[config.mk]
export PLATFORM = sky130hd
export DESIGN_NAME = srng_api
export DESIGN_NICKNAME = d
export VERILOG_FILES = /design/src/rtl/srng_api.sv
export SDC_FILE = /design/constraint.sdc
export NUM_CORES = 1
export LEC_CHECK = 0
export ABC_AREA = 0
export CAP_MARGIN = 15
export CORE_ASPECT_RATIO = 0.8
export CORE_MARGIN = 2
export CORE_UTILIZATION = 40
export DETAILED_ROUTE_END_ITERATION = 8
export PLACE_DENSITY = 0.64
export SLEW_MARGIN = 40
export SYNTH_ARGS = -nofsm -noshare
export SYNTH_HDL_FRONTEND = slang
export SYNTH_SLANG_ARGS = --single-unit
export TNS_END_PERCENT = 5
[constraint.sdc]
create_clock -name clk -period 13.4 [get_ports clk]
set_clock_uncertainty 0.2 [all_clocks]
set_input_delay 2.01 -clock clk [delete_from_list [all_inputs] [get_ports clk]]
set_output_delay 2.01 -clock clk [all_outputs]
set_load 0.05 [all_outputs]
[src/rtl/srng_api.sv]
// srng entropy buffer: host register bus in front of a word FIFO that is filled by the entropy source.
// Optional repetition-count health test on incoming words is enabled by defining SRNG_API_HEALTH_EN.
module srng_api #(
   parameter int          DEPTH_LOG2        = 3,
   parameter logic [31:0] DEF_NUM_DIGESTS   = 32'h00000004,
   parameter logic [31:0] DEF_SAMPLE_CYCLES = 32'h00001000
`ifdef SRNG_API_HEALTH_EN
   ,
   parameter int          REP_LIMIT         = 4
`endif
) (
   input  logic        clk,
   input  logic        reset_n,
   input  logic        cs,
   input  logic        we,
   input  logic [7:0]  address,
   input  logic [31:0] write_data,
   output logic [31:0] read_data,
   input  logic        ent_valid,
   input  logic [31:0] ent_data,
   output logic        ent_ready,
   output logic [31:0] num_digests,
   output logic [31:0] num_sample_cycles
);

   localparam int DEPTH = 1 << DEPTH_LOG2;

   localparam logic [7:0] ADDR_NAME0   = 8'h00;
   localparam logic [7:0] ADDR_NAME1   = 8'h01;
   localparam logic [7:0] ADDR_VERSION = 8'h02;
   localparam logic [7:0] ADDR_CTRL    = 8'h08;
   localparam logic [7:0] ADDR_STATUS  = 8'h09;
   localparam logic [7:0] ADDR_DIGESTS = 8'h0a;
   localparam logic [7:0] ADDR_SAMPLES = 8'h0b;
   localparam logic [7:0] ADDR_DATA    = 8'h10;

   localparam logic [31:0] NAME0   = 32'h73726e67;
   localparam logic [31:0] NAME1   = 32'h20617069;
   localparam logic [31:0] VERSION = 32'h00000001;

   localparam logic [DEPTH_LOG2:0] FULL_COUNT = {1'b1, {DEPTH_LOG2{1'b0}}};

   logic [31:0]           mem [DEPTH];
   logic [DEPTH_LOG2-1:0] wr_ptr;
   logic [DEPTH_LOG2-1:0] rd_ptr;
   logic [DEPTH_LOG2:0]   count;
   logic                  enable;
   logic                  error;

   logic bus_rd;
   logic bus_wr;
   logic ctrl_wr;
   logic flush;
   logic clear_err;
   logic data_rd;
   logic empty;
   logic full;
   logic pop;
   logic underflow;
   logic accept;
   logic push;
   logic trip;

   assign bus_rd    = cs && !we;
   assign bus_wr    = cs && we;
   assign ctrl_wr   = bus_wr && (address == ADDR_CTRL);
   assign flush     = ctrl_wr && write_data[2];
   assign clear_err = ctrl_wr && write_data[1];
   assign data_rd   = bus_rd && (address == ADDR_DATA);

   assign empty     = (count == '0);
   assign full      = (count == FULL_COUNT);
   assign pop       = data_rd && !empty;
   assign underflow = data_rd && empty;

   // A flush write blocks the source so no word lands in a FIFO being cleared.
   assign ent_ready = enable && !full && !flush;
   assign accept    = ent_valid && ent_ready;
   assign push      = accept && !trip;

`ifdef SRNG_API_HEALTH_EN
   localparam int REP_W = $clog2(REP_LIMIT + 1);

   logic [REP_W-1:0] rep_cnt;
   logic [REP_W-1:0] rep_next;
   logic [31:0]      last_word;

   // NOTE: every signal assigned in always_comb gets a default first so no latch is inferred.
   always_comb begin
      rep_next = REP_W'(1);
      if ((rep_cnt != '0) && (ent_data == last_word)) begin
         // Saturate so a long stuck run keeps tripping instead of wrapping.
         rep_next = (rep_cnt == REP_W'(REP_LIMIT)) ? rep_cnt : rep_cnt + 1'b1;
      end
   end

   assign trip = accept && (rep_next >= REP_W'(REP_LIMIT));

   always_ff @(posedge clk or negedge reset_n) begin
      if (!reset_n) begin
         rep_cnt   <= '0;
         last_word <= '0;
      end else if (flush) begin
         rep_cnt   <= '0;
      end else if (accept) begin
         rep_cnt   <= rep_next;
         last_word <= ent_data;
      end
   end
`else
   assign trip = 1'b0;
`endif

   // NOTE: sequential state uses non-blocking assignments so every flop samples pre-edge values.
   always_ff @(posedge clk or negedge reset_n) begin
      if (!reset_n) begin
         wr_ptr <= '0;
         rd_ptr <= '0;
         count  <= '0;
      end else if (flush) begin
         wr_ptr <= '0;
         rd_ptr <= '0;
         count  <= '0;
      end else begin
         if (push) wr_ptr <= wr_ptr + 1'b1;
         if (pop)  rd_ptr <= rd_ptr + 1'b1;
         case ({push, pop})
            2'b10:   count <= count + 1'b1;
            2'b01:   count <= count - 1'b1;
            default: count <= count;
         endcase
      end
   end

   // NOTE: storage has no reset; stale words are unreachable once the pointers and count clear.
   always_ff @(posedge clk) begin
      if (push) mem[wr_ptr] <= ent_data;
   end

   always_ff @(posedge clk or negedge reset_n) begin
      if (!reset_n) begin
         enable            <= 1'b1;
         error             <= 1'b0;
         num_digests       <= DEF_NUM_DIGESTS;
         num_sample_cycles <= DEF_SAMPLE_CYCLES;
      end else begin
         if (ctrl_wr) enable <= write_data[0];
         // Setting wins over a same-cycle clear so no fault is lost.
         if (underflow || trip) begin
            error <= 1'b1;
         end else if (clear_err) begin
            error <= 1'b0;
         end
         if (bus_wr && (address == ADDR_DIGESTS)) num_digests       <= write_data;
         if (bus_wr && (address == ADDR_SAMPLES)) num_sample_cycles <= write_data;
      end
   end

   always_comb begin
      read_data = '0;
      if (cs) begin
         case (address)
            ADDR_NAME0:   read_data = NAME0;
            ADDR_NAME1:   read_data = NAME1;
            ADDR_VERSION: read_data = VERSION;
            ADDR_CTRL:    read_data = {31'h0, enable};
            ADDR_STATUS:  read_data = {16'h0, 8'(count), 6'h0, error, !empty};
            ADDR_DIGESTS: read_data = num_digests;
            ADDR_SAMPLES: read_data = num_sample_cycles;
            ADDR_DATA:    read_data = empty ? 32'h0 : mem[rd_ptr];
            default:      read_data = '0;
         endcase
      end
   end

endmodule

==> impl_metrics.toml <==
[setup_path]
timing.rr.end = "mem[7][8]"
path_cells = "clkdlybuf4s50_1 -> nor4_1 -> and4b_1 -> and2_1 -> buf_4 -> a222oi_1 -> a31oi_1 -> clkdlybuf4s50_1"
path_depth = 8
worst_path_dominant_cell_family = "buffers and inverters"
arrival_ns = 5.86
r2r_slack_ns = 10.36
path_class = "in -> out"
crit_required_ns = 11.19
endpoint_kind = "primary output"
crit_top_cell = "clkdlybuf4s50_1"
cp.buffers_inverters = 3
r2r.worst_path.cells = 6
critPathLaunchType = "primary input"
cp_slowest_cell = "clkdlybuf4s50_1"
cp_max_fo = 17
slowest_delay_ns = 0.87
reg2reg_from = "count[1]"

[cts]
cts_tree = "yes"
path_clk_slew_ns = 0.06
clock-sinks = 332
clock_path_buffers = 3
clk_latency_ns = 0.51
htreeDepth = 2
ctsResizeCount = 0
numCtsBuffers = 35
cts_hold_buf = 0
cts_setup_buffers = 0
root_buffer = "clkbuf_16"

[timing]
finalHoldViolations = 0
finalCritPeriodShare_pct = 60.26
clock.fmax_ghz = 0.1238
max_slew_margin_pct = 46.20
rsz0062_at_grt = "false"
tns_ns = 0
setup_viol = 0
fin_ws_ns = 5.325
tightestPinTransition_ns = 0.8004
period_needed_ns = 8.075
drv_slew = 0

[logic_synthesis]
yosysWarnings = 0
syn_inst = 746
syn_nets = 827
ys_ff_latch = 332
postSynthAreaPerCell_um2 = 18.36
yosysUniqueCellTypes = 54
synth_ff_type = "edfxtp_1"
synth-async-reset-ratio_pct = 22.89
yosysSeqAreaShare_pct = 70.05
synth_edf_count = 256
syn-cell-area_um2 = 13690

[run]
drv_cap = 0

[drt]
vias_per_cell = 5.595
wl_per_cell_um = 24.83
drtPass1Iterations = 5
drt_wl_total_um = 34640
ant_nets = 0
num_vias = 7805
remaining_drc_errors = 0
drt_iter0_markers = 614

[placement]
dp_hpwl_um = 22090
dpl.cell_count = 1329
place.gp.congestion = 0.8063
io_buffers = 173
dp_slack_ns = 5.437

[layout]
n_fill_cell = 2730
multiInputGateArea_um2 = 3910
nNetsFinal = 1013
instances_no_fill = 1395
drive_gt1_share_pct = 27.53
seqCellArea_um2 = 9599
area_delta_synth_final_pct = 24.94

[die]
initial_core_util_pct = 40.63
rows = 60
die_y_um = 169.5
die_w_um = 210.9
die_area_um2 = 35740
coreArea_um2 = 33710
ios = 174

[min_path]
min_delay_worst_endpoint = "num_digests[31]"
worstHoldPathType = "reg -> reg"
holdPathStages = 1
min_from = "num_digests[31]"

[global_routing]
gr-usage-all-layers_pct = 19.66
grt_max_degree = 50
overflow = 0
antenna_found_initial = 5
first_global_vias = 7898
grt_pass1_wl_um = 51620

[pwr]
p_per_area_nw_per_um2 = 127.0
peakVddDrop_mv = 0.07524
power.leakage_uw = 0.005747

[status]
outcome = "complete, no violations"
layer usage:
metal | track usage, % | vias to the layer above | wire length [um]
met5 | 0 | - | 47
met4 | 4.470 | 6 | 462
met3 | 4.238 | 48 | 2087
met2 | 30.09 | 233 | 16100
met1 | 29.01 | 4119 | 15940
li1 | - | 3399 | -
per-stage QoR:
step	power (uW)	cell area, um^2	hold slack [ns]	util [%]
5_1_grt	2244	17110	0.3546	50.75
2_1_floorplan	1194	13690	0.2638	-
3_3_place_gp	1252	15960	0.3201	47.33
4_1_cts	2192	17110	0.3373	50.75
6_report	2173	17110	0.3366	50.76
3_5_place_dp	1254	15980	0.3240	47.40
cells in the final DEF, fill, tap and decap left out, types with 5 or more instances in the layout:
cell type,instances
edfxtp_1,256
clkdlybuf4s50_1,172
mux2_2,97
dfrtp_1,70
mux4_2,64
nand2_1,49
clkbuf_16,36
a22oi_1,28
buf_4,24
a31oi_1,22
nor2_1,12
a21boi_0,9
a21oi_1,7
clkbuf_1,7
or3_1,6
clkinv_2,5
clkinv_1,5
cell usage after synthesis, types with 4 or more instances:
| library cell | number | area (um^2) |
|---|---|---|
| edfxtp_1 | 256 | 7687 |
| clkbuf_1 | 20 | 75.07 |
| a21boi_0 | 9 | 67.56 |
| buf_2 | 17 | 85.08 |
| a222oi_1 | 4 | 40.04 |
| dfrtp_1 | 73 | 1827 |
| a21oi_1 | 7 | 35.03 |
| a22oi_1 | 28 | 210.2 |
| nor2_1 | 13 | 48.80 |
| nor3b_1 | 4 | 30.03 |
| mux4_2 | 64 | 1441 |
| nor4b_1 | 5 | 43.79 |
| or3_1 | 6 | 37.54 |
| a31oi_1 | 22 | 137.6 |
| mux2_2 | 97 | 1092 |
| buf_4 | 6 | 45.04 |
| nand2_1 | 50 | 187.7 |
| o21ai_0 | 4 | 20.02 |
| ha_1 | 4 | 50.05 |
registers in the layout, summed over array words and instances, names as in the netlist:
signal and cells:
rd_ptr 3, wr_ptr 3, num_digests 32, enable 1, count 4, mem 256, error 1, num_sample_cycles 32
cell families (layout without fill, tap and decap cells):
| kind of cell | Yosys count | after routing | synth area share [%] |
|---|---|---|---|
| AO/OA/AOI/OAI | 82 | 82 | 4.203 |
| XOR/XNOR | 5 | 5 | 0.3198 |
| adder cells (fa/ha/maj) | 5 | 5 | 0.4386 |
| buffers and inverters | 51 | 264 | 1.827 |
| flip-flops | 332 | 332 | 70.05 |
| multiplexers | 164 | 164 | 18.72 |
| other | 0 | 2 | 0 |
| AND/OR/NAND/NOR | 107 | 107 | 4.440 |
power breakdown:
part           total [uW]  internal [uW]  leakage [uW]  switching, uW
sequential           1130           1120       0.00333           13.0
combinational         101           44.2       0.00187           56.6
clock                 940            552      0.000545            388
total                2170           1720       0.00575            458
worst register-to-register path, stage by stage, from the launching register on:
cell,delay (ns)
dfrtp_1,0.55
or4b_2,0.24
nand3_1,0.16
nor2_1,0.32
nand2_1,0.25
nor2_4,0.49
buf_4,0.47
area by class of cell:
cell class / instances / area share [%]
multi-input cells: 363 / 22.85
repair buffers: 197 / 11.18
well taps: 434 / 3.174
diodes: 2 / 0.02925
inverters: 3 / 0.06581
clock buffers: 46 / 5.660
clock inverters: 18 / 0.9360
flip-flops and latches: 332 / 56.10
how the worst max path moves through the flow:
stage | startpoint | endpoint | slack (ns)
finish | address[4] | read_data[11] | 5.33
global route | address[4] | read_data[18] | 5.10
CTS | address[4] | read_data[18] | 5.41
detailed placement | address[4] | read_data[18] | 5.44
global placement | address[4] | read_data[11] | 5.49
floorplan | address[3] | mem[2][0] | 6.36
No activity file was read; power rests on OpenSTA's default activity.
